$ cat src/rtl/mem_port_arb.sv
// Shares one single-port memory between instruction fetch and the load/store unit.
// Define ARB_FAIR_EN to force a fetch grant after STARVE_MAX data grants while fetch waits.
module mem_port_arb #(
    parameter int ADDR_W     = 32,
    parameter int DATA_W     = 32,
    parameter int STARVE_MAX = 4
) (
    input  logic              clk,
    input  logic              rst,
    input  logic              if_req,
    input  logic [ADDR_W-1:0] if_addr,
    output logic              if_ack,
    output logic [DATA_W-1:0] if_rdata,
    input  logic              dm_req,
    input  logic              dm_we,
    input  logic [3:0]        dm_be,
    input  logic [ADDR_W-1:0] dm_addr,
    input  logic [DATA_W-1:0] dm_wdata,
    output logic              dm_ack,
    output logic [DATA_W-1:0] dm_rdata,
    output logic              mem_req,
    output logic              mem_we,
    output logic [3:0]        mem_be,
    output logic [ADDR_W-1:0] mem_addr,
    output logic [DATA_W-1:0] mem_wdata,
    input  logic              mem_ack,
    input  logic [DATA_W-1:0] mem_rdata,
    output logic              Stall_IF,
    output logic              Stall_MEM
);

    typedef enum logic [1:0] {IDLE, BUSY_I, BUSY_D} state_t;

    state_t              r_state;
    state_t              w_nextState;
    logic                r_memWe;
    logic [3:0]          r_memBe;
    logic [ADDR_W-1:0]   r_memAddr;
    logic [DATA_W-1:0]   r_memWdata;
    logic                w_grantI;
    logic                w_grantD;
    logic                w_forceFetch;
    logic                w_memDone;

`ifdef ARB_FAIR_EN
    localparam int CNT_W = $clog2(STARVE_MAX + 1);
    logic [CNT_W-1:0] r_starve;

    assign w_forceFetch = if_req && (r_starve == CNT_W'(STARVE_MAX));

    // Counts data grants that overtook a waiting fetch; saturates at STARVE_MAX.
    always_ff @(posedge clk) begin
        if (rst) begin
            r_starve <= '0;
        end else if (w_grantI) begin
            r_starve <= '0;
        end else if (w_grantD && if_req && (r_starve != CNT_W'(STARVE_MAX))) begin
            r_starve <= r_starve + 1'b1;
        end
    end
`else
    assign w_forceFetch = 1'b0;
`endif

    always_comb begin
        w_nextState = r_state;
        w_grantI    = 1'b0;
        w_grantD    = 1'b0;
        case (r_state)
            IDLE: begin
                if (dm_req && !w_forceFetch) begin
                    w_grantD    = 1'b1;
                    w_nextState = BUSY_D;
                end else if (if_req) begin
                    w_grantI    = 1'b1;
                    w_nextState = BUSY_I;
                end
            end
            BUSY_I, BUSY_D: begin
                if (mem_ack) begin
                    w_nextState = IDLE;
                end
            end
            default: w_nextState = IDLE;
        endcase
    end

    // Request fields are captured once at grant so the memory sees them stable until ack.
    always_ff @(posedge clk) begin
        if (rst) begin
            r_state    <= IDLE;
            r_memWe    <= 1'b0;
            r_memBe    <= 4'h0;
            r_memAddr  <= '0;
            r_memWdata <= '0;
        end else begin
            r_state <= w_nextState;
            if (w_grantD) begin
                r_memWe    <= dm_we;
                r_memBe    <= dm_be;
                r_memAddr  <= dm_addr;
                r_memWdata <= dm_wdata;
            end else if (w_grantI) begin
                r_memWe    <= 1'b0;
                r_memBe    <= 4'hF;
                r_memAddr  <= if_addr;
                r_memWdata <= '0;
            end
        end
    end

    assign mem_req   = (r_state != IDLE);
    assign mem_we    = r_memWe;
    assign mem_be    = r_memBe;
    assign mem_addr  = r_memAddr;
    assign mem_wdata = r_memWdata;

    assign w_memDone = mem_ack && !rst;
    assign if_ack    = w_memDone && (r_state == BUSY_I);
    assign dm_ack    = w_memDone && (r_state == BUSY_D);
    assign if_rdata  = if_ack ? mem_rdata : '0;
    assign dm_rdata  = dm_ack ? mem_rdata : '0;

    assign Stall_IF  = if_req && !if_ack;
    assign Stall_MEM = dm_req && !dm_ack;

endmodule

$ cat config.mk
export PLATFORM = sky130hd
export DESIGN_NAME = mem_port_arb
export DESIGN_NICKNAME = d
export VERILOG_FILES = /design/src/rtl/mem_port_arb.sv
export SDC_FILE = /design/constraint.sdc
export NUM_CORES = 1
export LEC_CHECK = 0
export CAP_MARGIN = 20
export CELL_PAD_IN_SITES_DETAIL_PLACEMENT = 0
export CELL_PAD_IN_SITES_GLOBAL_PLACEMENT = 1
export CORE_ASPECT_RATIO = 0.75
export CORE_MARGIN = 4
export CORE_UTILIZATION = 23
export CTS_BUF_LIST = sky130_fd_sc_hd__clkbuf_8
export CTS_CLUSTER_SIZE = 40
export DETAILED_ROUTE_END_ITERATION = 6
export PLACE_DENSITY_LB_ADDON = 0.1
export SLEW_MARGIN = 20
export SYNTH_ARGS = -nofsm -noshare
export SYNTH_HDL_FRONTEND = slang
export SYNTH_SLANG_ARGS = --single-unit
$ cat constraint.sdc
create_clock -name clk -period 2.6 [get_ports clk]
set_input_delay 0.52 -clock clk [delete_from_list [all_inputs] [get_ports clk]]
set_output_delay 0.52 -clock clk [all_outputs]
set_load 0.02 [all_outputs]
==> results of run 1 <==
-- per-layer routing --
layer	vias to the layer above	GRT usage, %
met1	1633	19.4
met2	157	28.6
li1	1794	-
met3	11	4.87
met4	0	4.57
met5	-	0
-- power breakdown --
| part | internal, mW | total [mW] | switching (mW) |
|---|---|---|---|
| logic | 0.526 | 1.02 | 0.491 |
| clock network | 0.466 | 0.886 | 0.420 |
| registers | 1.20 | 1.26 | 0.0581 |
-- through the flow --
step | instance area, µm² | std cells | hold slack (ns) | utilization (%) | power (mW)
3_3_place_gp | 6070 | 792 | 0.446 | 45.9 | 2.31
5_1_grt | 6210 | 809 | 0.482 | 46.9 | 3.34
2_1_floorplan | 3170 | 366 | 0.467 | - | 1.75
4_1_cts | 6200 | 809 | 0.464 | 46.8 | 3.22
3_5_place_dp | 6090 | 793 | 0.451 | 46.0 | 2.32
6_report | 6210 | 809 | 0.460 | 46.9 | 3.16
-- registers in the layout (all words and copies together) (netlist names) --
name / count
mem_be: 4
mem_addr: 32
mem_we: 1
mem_wdata: 32
r_state: 2
-- cell families (layout without fill, tap and decap cells) --
group	Yosys count	in the layout
compound gates	101	101
fa+ha+maj	4	4
simple gates	155	155
flops	71	71
buf+inv	35	307
-- cell usage in the layout, fill, tap and decap left out, drive strengths merged --
| master | instances |
|---|---|
| a211oi | 32 |
| a21oi | 34 |
| a22o | 33 |
| and2 | 65 |
| and3b | 3 |
| buf | 16 |
| bufinv | 1 |
| clkbuf | 10 |
| clkdlybuf4s50 | 206 |
| clkinv | 4 |
| dfxtp | 71 |
| dlygate4sd2 | 65 |
| dlymetal6s2s | 1 |
| ha | 4 |
| inv | 4 |
| nand2 | 33 |
| nand2b | 1 |
| nand3b | 1 |
| nor2 | 37 |
| nor2b | 4 |
| nor3 | 9 |
| nor3b | 1 |
| o21ai | 2 |
| or4 | 1 |
-- final cells by class --
type	instances	area [µm²]	area share, %
Clock buffer	10	138	2.22
Clock inverter	6	61.3	0.988
Inverter	3	11.3	0.181
Multi-Input combinational cell	260	1570	25.3
Sequential cell	71	1420	22.9
Tap cell	171	214	3.45
Timing Repair Buffer	288	2790	45.0
-- worst min-delay path: stages, from the launching register on --
cell and delay, ns:
dfxtp_1 0.31, nand2_1 0.05, a211oi_1 0.05
-- how the worst max path moves through the flow --
stage	end	slack, ns	cells past startpoint
2_1_floorplan	dm_rdata[22]	0.56	4
3_3_place_gp	mem_wdata[31]	-0.1	4
3_5_place_dp	if_rdata[10]	-0.13	5
4_1_cts	dm_ack	0.04	4
5_1_grt	if_rdata[23]	0.07	5
6_report	if_rdata[10]	0.16	5
==> impl_metrics.toml, run 1 <==
[detailed_routing]
wirelength_mm = 13.6
wl_per_cell_um = 16.8
top_layer = "met4"
final_antenna_net_count = 0
drt-met1-wl_mm = 5.47
met3_length_mm = 1.15
wl_met2_mm = 6.80
first_iter_violations = 128
viasPerCell = 4.44
vias = 3595
post-route-drc-count = 0
first_pass_iters = 4

[critical_path]
reg2reg_to = "mem_wdata[17]"
crit_slowest_cell = "clkdlybuf4s50_1"
crit_path_start_kind = "input port"
crit_chain = "clkdlybuf4s50_1 -> and3b_1 -> buf_4 -> and2_1 -> dlygate4sd2_1"
crit_family = "buffers and inverters"
r2r_cells = 6
cpPeakStageDelay_ns = 0.50
end_kind = "output port"
arrival_ns = 1.92
crit_buf_inv = 3
r2r_slack_ns = 0.50
crit_start = "mem_ack"
timing.rr.start = "r_state[0]"
worstSetupPathType = "in -> out"
cp.required_ns = 2.08
crit_fanout = 20

[cts]
htree_levels = 3
post_cts_buffers = 0
cts_root_buf = "clkbuf_8"
tritoncts = "done"
clkTransAtPathRegs_ns = 0.07
cts_buffer_depth = 2
cts_buffers = 9
cts.hold.buffers_added = 0
clock_latency_ns = 0.34
cts_resized = 65
numClockSinks = 71

[sta]
grt_setup_unrepaired = "false"
skew_ns = 0.0108
fin_crit_ns = 2.44
final_max_slew_viol_count = 0
slew_headroom_pct = 42.2
finalSetupTns_ns = 0
fmax_mhz = 410
finalWorstSetupSlack_ns = 0.159
worst_pin_slew_ns = 0.864
fin_crit_sh_pct = 93.9
hold_violations = 0
finalSetupViolations = 0

[yosys]
yosys.area_share.simple_pct = 25.5
synth_area_per_cell_um2 = 8.65
synthXorXnorAreaFrac_pct = 0
synth_area_leaders = "dfxtp_1 45%, and2_1 13%, a22o_1 9.1%"
yosysTopAreaCell = "dfxtp_1"
synth_fa_ha_area_share_pct = 1.58
synth_common_cells = "71 x dfxtp_1, 65 x and2_1, 37 x nor2_1, 34 x a21oi_1, 33 x a22o_1"
synth_compound_area_share_pct = 22.4
postSynthCellCount = 366
yosysMostFrequentCell = "dfxtp_1"
synth_top_family_by_area = "simple AND/OR/NAND/NOR gates"
synth_cell_types = 23
synth_ff_type = "dfxtp_1"
synthesis.area_um2 = 3170
ys_warn_count = 0
ys_ff_latch = 71
ys_async_sr_fraction_pct = 0
ys_seq_area_share_pct = 44.9
synth.area.mux_share_pct = 0
synth_top_cell_area_share_pct = 44.9
syn-num-nets = 508
synth_edf_count = 0

[floorplanning]
io_pins = 276
die_w_um = 143
start_util_pct = 23.9
core-area_um2 = 13200
row_count = 36
die_area_um2 = 15700
die_y_um = 110

[run_status]
outcome = "completed"

[hold_path]
whs_path_depth = 2
hold_path_class = "reg -> reg"
min_to = "mem_addr[31]"
hold_start = "mem_addr[31]"

[global_route]
antenna_found_initial = 0
first_global_vias = 3492
gr-total-overflow = 0
grt_max_degree = 38
grt_pass1_wl_mm = 19.8
grt_use_total_pct = 16.3

[final_layout]
antenna_cells = 0
nFillCells = 1285
layout-drive-gt1-share_pct = 5.33
fin_nets = 775
area_growth_pct = 96.0

[place]
hpwl_mm = 10.5
pre_cts_slack_ns = -0.133
gp_congestion = 0.875
port_buffers = 275

[power_and_ir_drop]
vdd_drop_max_v = 0.000321
power.leakage_nw = 2.73
powerDensity_nw_per_um2 = 510

[job]
cap_violations = 0
Power figures use the tool's default switching activity.
==> inputs of run 2 (changes only) <==
- CORE_UTILIZATION: 23 -> 21
- clock period: 2.6 -> 2.7 ns (I/O delays scaled with it)
==> impl_metrics.toml, run 2 (synthesis gave the netlist of run 1 again) <==
[run_status]
outcome = "completed"

[hold_path]
whs_path_depth = 2
min_to = "mem_addr[1]"
hold_start = "mem_addr[1]"
hold_path_class = "reg -> reg"

[sta]
slew_headroom_pct = 67.0
skew_ns = 0.00795
finalSetupTns_ns = 0
final_max_slew_viol_count = 0
finalSetupViolations = 0
fmax_mhz = 381
hold_violations = 0
worst_pin_slew_ns = 0.494
fin_crit_ns = 2.63
fin_crit_sh_pct = 97.3
grt_setup_unrepaired = "false"

[final_layout]
final_common_cell = "clkdlybuf4s50_1"
final_cell_mix = "208 x clkdlybuf4s50_1, 71 x dfxtp_1, 65 x and2_1, 65 x dlygate4sd2_1, 36 x nor2_1"
post-route-util_pct = 43.1
area_growth_pct = 98.8
nFillCells = 1471
layout-drive-gt1-share_pct = 5.02
antenna_cells = 0
fin_nets = 774

[cts]
post_cts_buffers = 0
htree_levels = 3
cts_buffer_depth = 2
cts_buffers = 9
tritoncts = "done"
clkTransAtPathRegs_ns = 0.08
cts_root_buf = "clkbuf_8"
clock_latency_ns = 0.34
numClockSinks = 71

[power_and_ir_drop]
powerDensity_nw_per_um2 = 498
vdd_drop_max_v = 0.000314
power.leakage_nw = 2.73

[floorplanning]
die_area_um2 = 17100
start_util_pct = 21.7
core-area_um2 = 14600
io_pins = 276
die_w_um = 150
row_count = 38
die_y_um = 114

[detailed_routing]
first_iter_violations = 111
vias = 3602
post-route-drc-count = 0
final_antenna_net_count = 0
wl_per_cell_um = 16.2
wirelength_mm = 13.5
viasPerCell = 4.30
first_pass_iters = 4

[critical_path]
crit_fanout = 34
end_kind = "output port"
timing.rr.start = "r_state[0]"
r2r_slack_ns = 0.95
cp.required_ns = 2.16
crit_path_start_kind = "input port"
r2r_cells = 7
reg2reg_to = "mem_wdata[27]"
arrival_ns = 2.09
worstSetupPathType = "in -> out"

[global_route]
antenna_found_initial = 0
grt_pass1_wl_mm = 20.5
grt_use_total_pct = 15.2
first_global_vias = 3574
grt_max_degree = 41
gr-total-overflow = 0

[place]
hpwl_mm = 10.4
gp_congestion = 0.799
port_buffers = 275

[job]
cap_violations = 0
==> run 2: cell count changes in the layout (fill, tap and decap cells not counted) <==
| cell | change |
|---|---|
| buf_4 | -5 |
| buf_12 | +3 |
| clkdlybuf4s50_1 | +2 |
| clkinvlp_4 | +2 |
| buf_6 | -1 |
| bufinv_16 | +1 |
| clkbuf_8 | -1 |
| clkinv_2 | -1 |
| inv_1 | -1 |
==> run 2: how the worst max path moves through the flow <==
stage,start,to,cells after the start
floorplan,rst,dm_rdata[22],4
CTS,r_state[0],Stall_MEM,6
global route,mem_ack,if_ack,4
detailed placement,mem_ack,dm_rdata[31],5
global placement,mem_ack,if_rdata[17],5
finish,mem_ack,if_ack,4
==> run 2: worst max-delay path, stage by stage <==
cell and delay [ns]:
clkdlybuf4s50_1 0.52, and3b_1 0.23, buf_12 0.18, clkdlybuf4s50_1 0.62
==> run 2: area by class of cell <==
cell class / count / area [µm²] / area share, %
Clock buffer: 9 / 124 / 1.97
Clock inverter: 7 / 97.6 / 1.55
Inverter: 3 / 11.3 / 0.179
Multi-Input combinational cell: 260 / 1570 / 24.9
Sequential cell: 71 / 1420 / 22.6
Tap cell: 200 / 250 / 3.97
Timing Repair Buffer: 287 / 2820 / 44.8
==> run 2: stage by stage <==
| stage | hold WS (ns) | worst slack, ns | area [µm²] | total power, mW | cells |
|---|---|---|---|---|---|
| 2_1_floorplan | 0.467 | 0.617 | 3170 | 1.68 | 366 |
| 5_1_grt | 0.481 | 0.0195 | 6300 | 3.33 | 837 |
| 6_report | 0.461 | 0.0729 | 6300 | 3.14 | 837 |
| 3_5_place_dp | 0.450 | -0.0770 | 6150 | 2.25 | 821 |
| 3_3_place_gp | 0.446 | -0.0224 | 6150 | 2.24 | 821 |
| 4_1_cts | 0.461 | 0.0338 | 6290 | 3.20 | 837 |
==> run 2: timing repair <==
item,in CTS,in global routing
hold buffers,0,0
resized for setup,65,1
endpoints found under the setup margin,65,1
==> run 2: layer usage <==
metal  vias up  track usage, %  wire [µm]
met3        13            6.61       1490
met2       152            25.6       6390
met5         -               0          0
met1      1647            17.8       5470
li1       1790               -          -
met4         0            3.72        192
==> run 2: power by group <==
part / leakage [nW] / switching, mW / internal [mW]
clock: 0.105 / 0.415 / 0.521
combinational: 2.03 / 0.474 / 0.514
sequential: 0.586 / 0.0545 / 1.16
total: 2.73 / 0.943 / 2.19
